$ cat config.mk
export PLATFORM = sky130hd
export DESIGN_NAME = aud_record_ctrl
export DESIGN_NICKNAME = d
export VERILOG_FILES = /design/src/rtl/aud_record_ctrl.sv
export SDC_FILE = /design/constraint.sdc
export NUM_CORES = 1
export LEC_CHECK = 0
export CAP_MARGIN = 20
export CORE_MARGIN = 4
export CORE_UTILIZATION = 30
export DETAILED_ROUTE_END_ITERATION = 10
export PLACE_DENSITY = 0.59
export SKIP_LAST_GASP = 1
export SYNTH_ARGS = -nofsm -noshare
export SYNTH_HDL_FRONTEND = slang
export SYNTH_SLANG_ARGS = --single-unit
$ cat constraint.sdc
create_clock -name i_clk -period 5.51 [get_ports i_clk]
set_input_delay 0.8265 -clock i_clk [delete_from_list [all_inputs] [get_ports i_clk]]
set_output_delay 0.8265 -clock i_clk [all_outputs]
set_load 0.01 [all_outputs]
$ cat src/rtl/aud_record_ctrl.sv
// ---------------------------------------------------------------------------
// aud_record_ctrl
//   Capture side of the audio path. Deserialises left-channel I2S words from
//   the codec ADC and writes each one to SRAM at consecutive addresses. When a
//   session ends, the number of samples written is reported on o_rec_len so
//   that playback can use it as its stop address.
//
// Ports
//   i_clk, i_rst_n     system clock, asynchronous active-low reset
//   i_start            level: start from IDLE / resume from PAUSE
//   i_pause            level: pause recording
//   i_stop             level: stop recording (highest priority)
//   i_bclk, i_adclrck  codec bit clock and LR clock (slow, oversampled here)
//   i_adcdat           codec serial data, MSB first
//   o_sram_addr        write address (the write pointer)
//   o_sram_data        sample being written, held while o_sram_we is low
//   o_sram_we          one-cycle write strobe
//   o_rec_len          samples written in the most recently ended session
//   o_state            0 IDLE, 1 RECORD, 2 PAUSE
//   o_fin              one-cycle pulse when a session ends
//
// state    | meaning
// ---------+--------------------------------------------------------------
// S_IDLE   | no session; waiting for i_start
// S_RECORD | captured left words are written to SRAM
// S_PAUSE  | capture continues but nothing is written; pointer held
// ---------------------------------------------------------------------------
module aud_record_ctrl #(
  parameter int unsigned DATA_W   = 16,
  parameter int unsigned ADDR_W   = 20,
  parameter int unsigned MAX_ADDR = 2**ADDR_W-1
) (
  input  logic              i_clk,
  input  logic              i_rst_n,
  input  logic              i_start,
  input  logic              i_pause,
  input  logic              i_stop,
  input  logic              i_bclk,
  input  logic              i_adclrck,
  input  logic              i_adcdat,
  output logic [ADDR_W-1:0] o_sram_addr,
  output logic [DATA_W-1:0] o_sram_data,
  output logic              o_sram_we,
  output logic [ADDR_W:0]   o_rec_len,
  output logic [1:0]        o_state,
  output logic              o_fin
);

  localparam int unsigned       CNT_W = $clog2(DATA_W);
  localparam logic [ADDR_W-1:0] MAX_A = ADDR_W'(MAX_ADDR);
  localparam logic [CNT_W-1:0]  LAST_BIT = CNT_W'(DATA_W-1);

  typedef enum logic [1:0] {
    S_IDLE   = 2'd0,
    S_RECORD = 2'd1,
    S_PAUSE  = 2'd2
  } state_e;

  state_e state_q, state_d;

  // Oversampled codec pins; data is registered alongside BCLK so the bit
  // seen on a detected rising edge is the one present at that edge.
  logic bclk_q, bclk_prev_q, lrck_q, lrck_prev_q, dat_q;
  logic bclk_rise, lrck_fall;

  logic              armed_q, skip_q, done_q;
  logic [CNT_W-1:0]  cnt_q;
  logic [DATA_W-1:0] shift_q;

  logic [ADDR_W-1:0] ptr_q, ptr_d;
  logic [DATA_W-1:0] data_q, data_d;
  logic              we_q, we_d;
  logic [ADDR_W:0]   rec_len_q, rec_len_d;
  logic              fin_q, fin_d;

  logic              cap_clr, ptr_clr, wr_ok, end_at_max;
  logic [ADDR_W:0]   wr_count;

  assign bclk_rise = bclk_q & ~bclk_prev_q;
  assign lrck_fall = lrck_prev_q & ~lrck_q;

  always_ff @(posedge i_clk or negedge i_rst_n) begin
    if (!i_rst_n) begin
      bclk_q      <= 1'b0;
      bclk_prev_q <= 1'b0;
      lrck_q      <= 1'b0;
      lrck_prev_q <= 1'b0;
      dat_q       <= 1'b0;
    end else begin
      bclk_q      <= i_bclk;
      bclk_prev_q <= bclk_q;
      lrck_q      <= i_adclrck;
      lrck_prev_q <= lrck_q;
      dat_q       <= i_adcdat;
    end
  end

  // Deserialiser. A state change into RECORD or PAUSE disarms it so that a
  // partly received word is dropped and capture realigns on the next frame.
  always_ff @(posedge i_clk or negedge i_rst_n) begin
    if (!i_rst_n) begin
      armed_q <= 1'b0;
      skip_q  <= 1'b0;
      done_q  <= 1'b0;
      cnt_q   <= '0;
      shift_q <= '0;
    end else if (cap_clr) begin
      armed_q <= 1'b0;
      done_q  <= 1'b0;
    end else if (lrck_fall) begin
      armed_q <= 1'b1;
      skip_q  <= 1'b1;
      cnt_q   <= '0;
      done_q  <= 1'b0;
    end else begin
      done_q <= 1'b0;
      if (armed_q && bclk_rise) begin
        if (skip_q) begin
          // I2S one-bit delay after the LR clock change
          skip_q <= 1'b0;
        end else begin
          shift_q <= {shift_q[DATA_W-2:0], dat_q};
          cnt_q   <= cnt_q + 1'b1;
          if (cnt_q == LAST_BIT) begin
            armed_q <= 1'b0;
            done_q  <= 1'b1;
          end
        end
      end
    end
  end

  // A write in flight this cycle still counts toward the session length.
  assign wr_count   = {1'b0, ptr_q} + {{ADDR_W{1'b0}}, we_q};
  assign end_at_max = we_q && (ptr_q == MAX_A);
  assign wr_ok      = (state_q == S_RECORD) && done_q && !i_stop && !i_pause;

  always_comb begin
    state_d   = state_q;
    cap_clr   = 1'b0;
    ptr_clr   = 1'b0;
    fin_d     = 1'b0;
    rec_len_d = rec_len_q;
    unique case (state_q)
      S_IDLE: begin
        if (!i_stop && !i_pause && i_start) begin
          state_d = S_RECORD;
          cap_clr = 1'b1;
          ptr_clr = 1'b1;
        end
      end
      S_RECORD: begin
        if (i_stop || end_at_max) begin
          state_d   = S_IDLE;
          fin_d     = 1'b1;
          rec_len_d = wr_count;
        end else if (i_pause) begin
          state_d = S_PAUSE;
          cap_clr = 1'b1;
        end
      end
      S_PAUSE: begin
        if (i_stop) begin
          state_d   = S_IDLE;
          fin_d     = 1'b1;
          rec_len_d = wr_count;
        end else if (!i_pause && i_start) begin
          state_d = S_RECORD;
          cap_clr = 1'b1;
        end
      end
      default: state_d = S_IDLE;
    endcase
  end

  always_comb begin
    we_d   = wr_ok;
    data_d = wr_ok ? shift_q : data_q;
    ptr_d  = ptr_q;
    if (ptr_clr) begin
      ptr_d = '0;
    end else if (we_q && (ptr_q != MAX_A)) begin
      // saturates at MAX_A; that write ends the session instead of wrapping
      ptr_d = ptr_q + 1'b1;
    end
  end

  always_ff @(posedge i_clk or negedge i_rst_n) begin
    if (!i_rst_n) begin
      state_q   <= S_IDLE;
      ptr_q     <= '0;
      data_q    <= '0;
      we_q      <= 1'b0;
      rec_len_q <= '0;
      fin_q     <= 1'b0;
    end else begin
      state_q   <= state_d;
      ptr_q     <= ptr_d;
      data_q    <= data_d;
      we_q      <= we_d;
      rec_len_q <= rec_len_d;
      fin_q     <= fin_d;
    end
  end

  assign o_sram_addr = ptr_q;
  assign o_sram_data = data_q;
  assign o_sram_we   = we_q;
  assign o_rec_len   = rec_len_q;
  assign o_state     = state_q;
  assign o_fin       = fin_q;

endmodule
# ---- After elaboration in Yosys (flattened, before gate mapping)
# Cells that the tools add are included.
dict set report word_totals {
  ff_bits 89
  latchBits 0
  mem_bits_rw 0
  mem_bits_ro 0
  out_inout_bits 61
  elab_cells 98
  memories 0
}
dict set report op_classes {
  add_sub_neg 3
  n_mul 0
  div_mod_pow 0
  n_lt_le_gt_ge 0
  n_eq_ne 12
  n_shift 0
  n_mux 36
  bitwise_logic 7
  n_reduce_logical 24
}
# cell n
set op_table {}
lappend op_table {{two-way mux 21 bit} 2}
lappend op_table {{one-hot mux 21 bit (2 select lines)} 1}
lappend op_table {{two-way mux 20 bit} 2}
lappend op_table {{adder 20 x 1 -> 21 bit} 1}
lappend op_table {{adder 20 x 1 -> 20 bit, second input constant} 1}
lappend op_table {{equality test 20 bit, second input constant} 1}
lappend op_table {{two-way mux 1 bit} 20}
lappend op_table {{!= test 20 bit, second input constant} 1}
lappend op_table {{two-way mux 4 bit} 3}
lappend op_table {{AND reduction 3 bit} 4}
lappend op_table {{two-way mux 2 bit} 5}
lappend op_table {{logical AND 1 bit} 9}
lappend op_table {{!= test 2 bit, second input constant} 3}
lappend op_table {{!= test 3 x 2 -> 1 bit, second input constant} 2}
lappend op_table {{one-hot mux 2 bit (3 select lines)} 1}
lappend op_table {{nonzero test 2 bit} 3}
lappend op_table {{nonzero test 3 bit} 2}
lappend op_table {{inverter 1 bit} 5}
lappend op_table {{adder 4 x 1 -> 4 bit, second input constant} 1}
lappend op_table {{equality test 4 bit, second input constant} 1}
lappend op_table {{AND reduction 4 bit} 1}
lappend op_table {{!= test 3 bit, second input constant} 1}
lappend op_table {{one-hot mux 1 bit (3 select lines)} 1}
lappend op_table {{AND 1 bit} 2}
lappend op_table {{8 further kinds} 9}

# ---- Longest topological paths before layout
# Gate-level depths: netlist of run 1.
dict set report logic_depth {
  ltp_word 7
  depth_mapped 9
  mapped_depth_nobuf 7
}

# ---- Worst setup path before layout of run 1
# Ideal clock, no wire load.
dict set report synth_path {
  kind {input-to-reg}
  start {input port i_stop}
  end {register data_q[10] (netlist: o_sram_data[10])}
  arrival_time_ns 2.118
  required_time_ns 5.385
  slack_ns 3.267
  path_stages 5
  path_cell_list {nor3_1 > and2_1 > clkbuf_1 > buf_1 > mux2_2}
}
dict set report synth_via {
  elab_chain_len 3
}
# item line_no
set synth_lines {}
lappend synth_lines {{start: declaration} 37} ;# input logic i_stop,
lappend synth_lines {{zero test 1 bit} 136} ;# assign wr_ok = (state_q == S_RECORD) && done_q && !i_stop && !i_pause;
lappend synth_lines {{logical AND 1 bit (2 in series)} 136}
lappend synth_lines {{via we_d} 72} ;# logic we_q, we_d;
lappend synth_lines {{end signal: assignment} 199} ;# data_q <= data_d;
lappend synth_lines {{end: declaration} 71} ;# logic [DATA_W-1:0] data_q, data_d;
# The timed path passes the listed nets, and every way through them passes these cells.
# A chain may end at the register's enable or synchronous reset.

# ---- Worst setup path after layout of run 1
dict set report layout_path {
  start {input port i_stop}
  end {register shift_q[0]}
}
dict set report layout_via {
  elab_chain_len 7
  elab_cells_between_ends 10
  cone_classes {4 x mux; 1 x bitwise; 5 x reduce/logical}
}
# item line_no
set layout_lines {}
lappend layout_lines {{zero test 1 bit} 146} ;# if (!i_stop && !i_pause && i_start) begin
lappend layout_lines {{logical AND 1 bit (2 in series)} 146}
lappend layout_lines {{two-way mux 1 bit} 146}
lappend layout_lines {{one-hot mux 1 bit (3 select lines) *} 144} ;# unique case (state_q)
lappend layout_lines {{inverter 1 bit (no line) *} -}
lappend layout_lines {{AND reduction 4 bit (no line) *} -}
lappend layout_lines {{end signal: assignment} 122} ;# shift_q <= {shift_q[DATA_W-2:0], dat_q};
lappend layout_lines {{end: declaration} 68} ;# logic [DATA_W-1:0] shift_q;
# Mark *: on every way between the ends. The rest lies on a longest branch, timed or not.

==> run_results.csv, run 1 <==
group,metric,value,unit
global_route,grt_overflow_total,0,
worst_setup_path,cp_cell_sequence,"clkdlybuf4s50_1 -> nand4bb_1 -> a41o_1 -> o211ai_2 -> nand3b_4 -> mux2_2",
synth,synth_compound_area_share,7.10,%
clocking,cts_max_level,3,
run_status,status,"finished, final reports clean",
timing,relSlewSlack,44.2,%
detailed_routing,ant_nets,0,
detailed_routing,drt_iter0_markers,188,
synth,synth_cells,339,
clocking,cts_tree,"built",
detailed_routing,drt-vias-per-instance,4.83,
floorplanning,die_h,127,um
worst_setup_path,crit_path_start_kind,"primary input",
layout,layout_commonest_cell,"dfrtp_1",
worst_hold_path,min_path_cells,0,
timing,finalCritPeriodShare,48.3,%
global_route,first_global_vias,2929,
worst_setup_path,critical_path_class,"primary input to flip-flop",
timing,finalSetupTns,0,ns
power_and_ir_drop,p_seq_share,43.6,%
synth,ys_seq_area_share,52.4,%
global_route,grt_pass1_wl,15500,um
power_and_ir_drop,switching_share,26.6,%
synth,synth_fa_ha_area_share,2.36,%
synth,synth_top_area_share,52.4,%
layout,mostFrequentLayoutCells,"dfrtp_1 (89), clkdlybuf4s50_1 (67), mux2_2 (33), nor2_1 (24)",
timing,min_period,2.66,ns
placed_design,portBuffers,68,
clocking,cts_root_buf,"clkbuf_16",
detailed_routing,drt_wl_total,9360,um
timing,fin_skew,0.00756,ns
worst_setup_path,path_depth,6,
detailed_routing,first_pass_iters,4,
layout,diodes,0,
detailed_routing,vias,2827,
placed_design,postPlaceCellArea,5020,um^2
clocking,postCtsResizedCells,0,
synth,syn_avg_cell_area,12.5,um^2
clocking,post-cts-setup-buffers,0,
floorplanning,start_util,30.6,%
timing,hold_violations,0,
worst_setup_path,worstPathMaxFanout,20,
worst_setup_path,slowest_delay,0.52,ns
worst_setup_path,cp_num_buf_inv,1,
timing,fmax,0.376,GHz
worst_setup_path,crit_family,"simple AND/OR/NAND/NOR gates",
global_route,grt_usage,12.2,%
synth,ys_types,46,
global_route,antenna_found_initial,0,
worst_setup_path,required,5.74,ns
layout,area_growth,25.4,%
floorplanning,dieArea,16100,um^2
clocking,cts-buffers-inserted,9,
synth,ys_ff_latch,89,
placed_design,gp_congestion,0.761,
clocking,clock_sinks,89,
floorplanning,core,13900,um^2
synth,synth_xor_area_share,6.19,%
synth,synthMuxAreaShare,16.1,%
synth,synth_edf_count,0,
worst_setup_path,crit_path_top_delay_cell,"clkdlybuf4s50_1",
placed_design,dp_hpwl,6470,um
floorplanning,row_count,43,
clocking,clk_path_buf_depth,2,
worst_hold_path,hp-class,"flip-flop to flip-flop",
clocking,clk_pin_slew_worst_paths,0.06,ns
layout,finalInstanceArea,5330,um^2
synth,syn-num-nets,355,
synth,synth_top_family_by_area,"multiplexers",
power_and_ir_drop,p_comb_share,19.7,%
layout,final_nets,418,
floorplanning,ios,69,
worst_setup_path,crit_arrival,2.89,ns
synth,yosysTopAreaCell,"dfrtp_1",
timing,setup_viol,0,
synth,synthTopCellsByArea,"dfrtp_1 (52%), mux2_2 (8.8%), mux2_4 (7.1%)",
timing,rsz0062_at_grt,"no",
detailed_routing,avgRoutedWirePerCell,16.0,um
worst_setup_path,r2r_cells,5,
synth,ys.flop_type,"dfrtp_1",
job,max-cap-violations,0,
synth,yosys_warnings,0,
synth,async_reset_ff_share,100,%
floorplanning,die_x,127,um
synth,netlist_area,4250,um^2
layout,fin_util,38.4,%
power_and_ir_drop,powerDensity,329,nW/um^2
power_and_ir_drop,ir_drop,0.145,mV
power_and_ir_drop,p_leak,2.39,nW
worst_setup_path,end_kind,"flip-flop",
power_and_ir_drop,p_clk_share,36.6,%
layout,drive_above_1_share,19.3,%
timing,tightest_slew,0.837,ns
power_and_ir_drop,internal_power,1.29,mW
timing,report.final.slew_viol_count,0,
power_and_ir_drop,p_switching,465,uW
clocking,clkLatencyLatePin,0.35,ns
clocking,cts_hold_buf,0,
global_route,grt_max_degree,61,
synth,synthSimpleGateAreaFrac,12.3,%
detailed_routing,drc,0,
final timing paths:
path / end / from / slack [ns]
min in group asynchronous: o_rec_len[19] / i_rst_n / 0.41
worst max register to register: o_sram_addr[19] / o_sram_addr[5] / 3.12
worst min-delay path: bclk_prev_q / bclk_q / 0.40
max in group asynchronous: shift_q[3] / i_rst_n / 4.00
worst min register to register: bclk_prev_q / bclk_q / 0.40
worst max-delay path: shift_q[0] / i_stop / 2.85
per-stage QoR:
stage / power [mW] / hold slack [ns] / setup WS [ns] / std cells
after CTS: 1.79 / 0.401 / 2.86 / 585
after global placement: 1.12 / 0.380 / 2.54 / 571
final: 1.75 / 0.396 / 2.85 / 585
after floorplan: 1.02 / 0.354 / 3.27 / 339
after detailed placement: 1.13 / 0.386 / 2.48 / 571
after global routing: 1.83 / 0.417 / 2.63 / 585
cell usage after synthesis (5+ instances only):
master     n
dfrtp_1   89
mux2_2    33
nor2_1    24
mux2_4    20
o21ai_0   20
xor2_1    17
xnor2_1   13
nand3_1   11
nand2_1    9
a21oi_1    8
ha_1       8
nand4_1    7
nor3_1     7
clkbuf_1   6
nand2b_1   6
and2_1     5
and4_1     5
buf_6      5
power by group through the flow:
| stage | clock (mW) | sequential, mW | combinational, mW |
|---|---|---|---|
| 6_report | 0.642 | 0.764 | 0.346 |
| 5_1_grt | 0.685 | 0.773 | 0.376 |
| 3_3_place_gp | 0 | 0.773 | 0.346 |
| 2_1_floorplan | 0 | 0.776 | 0.248 |
| 3_5_place_dp | 0 | 0.777 | 0.353 |
| 4_1_cts | 0.667 | 0.765 | 0.353 |
area by class of cell:
type	count	area (um^2)
Clock inverter	5	81.3
Clock buffer	9	225
Multi-Input combinational cell	229	1870
Inverter	4	15.0
Fill cell	1384	8550
Sequential cell	89	2230
Tap cell	180	225
Timing Repair Buffer	69	686
worst reg2reg max path, delay by kind of cell (launching register included):
family | cells | cell delay [ns]
AND/OR/NAND/NOR | 3 | 1.01
AO/OA/AOI/OAI | 2 | 0.68
flip-flops | 1 | 0.53
layer usage:
layer / global-route usage [%] / part of all wire, %
met1: 15.5 / 45
met2: 19.1 / 47
met3: 4.68 / 6.2
met4: 4.42 / 1.2
met5: 0 / 0
cell families after synthesis:
logic type	count (synthesis)
simple gates	92
flops	89
mux	54
compound gates	45
xor+xnor	30
buf+inv	21
fa+ha+maj	8
sequential cells by signal, summed over array words and instances, names as in the netlist:
name and cells:
o_sram_we 1, cnt_q 4, dat_q 1, done_q 1
o_sram_data 16, o_state 2, bclk_q 1, bclk_prev_q 1
o_rec_len 21, armed_q 1, lrck_prev_q 1, o_fin 1
shift_q 16, lrck_q 1, o_sram_addr 20, skip_q 1
(Power assumes the default switching activity.)
==> run 2: changes to the inputs <==
==> constraint.sdc (replaced) <==
create_clock -name i_clk -period 2.6 [get_ports i_clk]
set_input_delay 0.39 -clock i_clk [delete_from_list [all_inputs] [get_ports i_clk]]
set_output_delay 0.39 -clock i_clk [all_outputs]
set_load 0.01 [all_outputs]
==> run 2 against run 1 <==
Against the previous run:
- core utilization grew 1.0 points
- sequential share of layout area shrank 1.1 points
- wire length shrank 2.0%
- highest routed layer unchanged
- setup slack lost 2.6 ns
- via count grew 2.8%
- clock power grew 110%
- largest cell class unchanged
- critical path depth is the same
- critical endpoint is now o_rec_len[0]
- final cell count grew 3.6%
- combinational power grew 120%
- non-clock buffer count grew 19
==> run_results.csv, run 2 (synthesized netlist as in run 1, its figures left out) <==
group,metric,value,unit
run_status,status,"finished, final reports clean",
clocking,postCtsResizedCells,0,
layout,diodes,0,
clocking,cts-buffers-inserted,9,
detailed_routing,drt_wl_total,9170,um
timing,tightest_slew,0.455,ns
worst_setup_path,critical_path_class,"flip-flop to flip-flop",
floorplanning,core,13900,um^2
timing,rsz0062_at_grt,"no",
layout,mostFrequentLayoutCells,"dfrtp_1 (89), clkdlybuf4s50_1 (67), mux2_2 (33), nor2_1 (24)",
worst_setup_path,required,2.82,ns
floorplanning,row_count,43,
global_route,grt_overflow_total,0,
power_and_ir_drop,powerDensity,674,nW/um^2
layout,finalInstanceArea,5470,um^2
placed_design,postPlaceCellArea,5150,um^2
timing,setup_viol,0,
floorplanning,dieArea,16100,um^2
detailed_routing,vias,2905,
placed_design,gp_congestion,0.777,
timing,report.final.slew_viol_count,0,
global_route,grt_max_degree,34,
worst_setup_path,end_kind,"flip-flop",
worst_setup_path,crit_arrival,2.54,ns
global_route,grt_pass1_wl,15600,um
timing,hold_violations,0,
placed_design,dp_hpwl,6600,um
power_and_ir_drop,p_leak,2.48,nW
worst_hold_path,hp-class,"flip-flop to flip-flop",
detailed_routing,drc,0,
layout,largest_reg_flops,21,
job,max-cap-violations,0,
floorplanning,start_util,30.6,%
detailed_routing,ant_nets,0,
global_route,antenna_found_initial,0,
layout,layout_commonest_cell,"dfrtp_1",
clocking,clock_sinks,89,
global_route,grt_usage,12.0,%
global_route,first_global_vias,3067,
worst_setup_path,crit_path_start_kind,"flip-flop",
detailed_routing,drt_iter0_markers,155,
detailed_routing,first_pass_iters,4,
clocking,cts_max_level,3,
timing,finalSetupTns,0,ns
floorplanning,die_h,127,um
clocking,clk_pin_slew_worst_paths,0.07,ns
layout,area_growth,28.8,%
timing,relSlewSlack,69.6,%
clocking,cts_root_buf,"clkbuf_16",
detailed_routing,avgRoutedWirePerCell,15.1,um
clocking,clkLatencyLatePin,0.34,ns
timing,finalCritPeriodShare,89.1,%
worst_setup_path,worstPathMaxFanout,21,
layout,final_nets,437,
power_and_ir_drop,ir_drop,0.293,mV
detailed_routing,drt-vias-per-instance,4.79,
clocking,cts_tree,"built",
clocking,clk_path_buf_depth,2,
floorplanning,ios,69,
floorplanning,die_x,127,um
placed_design,portBuffers,68,
clocking,post-cts-setup-buffers,0,
timing,fin_skew,0.0106,ns
timing,min_period,2.32,ns
layout,drive_above_1_share,22.8,%
timing,fmax,0.432,GHz
layout,fillers,1361,
run 2: path summary, 6_finish.rpt:
kind,from,end,slack (ns),depth (start not counted)
min in group asynchronous,i_rst_n,o_rec_len[19],0.51,2
min reg2reg,bclk_q,bclk_prev_q,0.38,0
max reg2reg,o_sram_addr[0],o_rec_len[0],0.28,6
max,o_sram_addr[0],o_rec_len[0],0.28,6
min,bclk_q,bclk_prev_q,0.38,0
max in group asynchronous,i_rst_n,o_sram_addr[1],1.32,3
run 2: final cells by class:
class	instances	area [um^2]	share of cell area, %
sequential	89	2230	40.7
multi-input combinational	229	1870	34.1
clock buffer	11	243	4.44
clock inverter	5	62.6	1.14
inverter	4	15.0	0.274
timing repair buffer	88	831	15.2
tap	180	225	4.12
run 2: layer usage:
layer	wire (um)	up-vias	global-route usage (%)
li1	-	1375	-
met1	4130	1444	15.2
met2	4400	70	19.2
met3	455	16	3.89
met4	184	0	4.61
met5	0	-	0
run 2: where the power goes:
group	total [mW]	switching, mW	leakage [nW]	internal [mW]
logic	0.760	0.362	1.12	0.398
registers	1.61	0.0974	1.22	1.51
clock network	1.32	0.545	0.142	0.776
total	3.69	1.00	2.48	2.68
run 2: timing repair:
item | CTS | global route
hold buffers | 1 | 0
endpoints found under the hold margin | 26 | 0
setup endpoints to repair | 0 | 0
run 2: through the flow:
stage	hold WS, ns	utilization [%]	instances	setup slack [ns]	total power, mW
floorplan	0.0944	-	339	0.422	2.17
global placement	0.331	37.1	589	0.205	2.38
detailed placement	0.333	37.1	589	0.161	2.40
CTS	0.391	39.4	606	0.286	3.75
global route	0.409	39.4	606	0.161	3.88
finish	0.383	39.4	606	0.283	3.69
run 2: critical path, cell delays in order (launching register included):
cell and delay (ns):
dfrtp_1 0.44, ha_1 0.23, and4_1 0.27, and2_1 0.18, and4_4 0.25, o311a_4 0.45, mux2_2 0.38
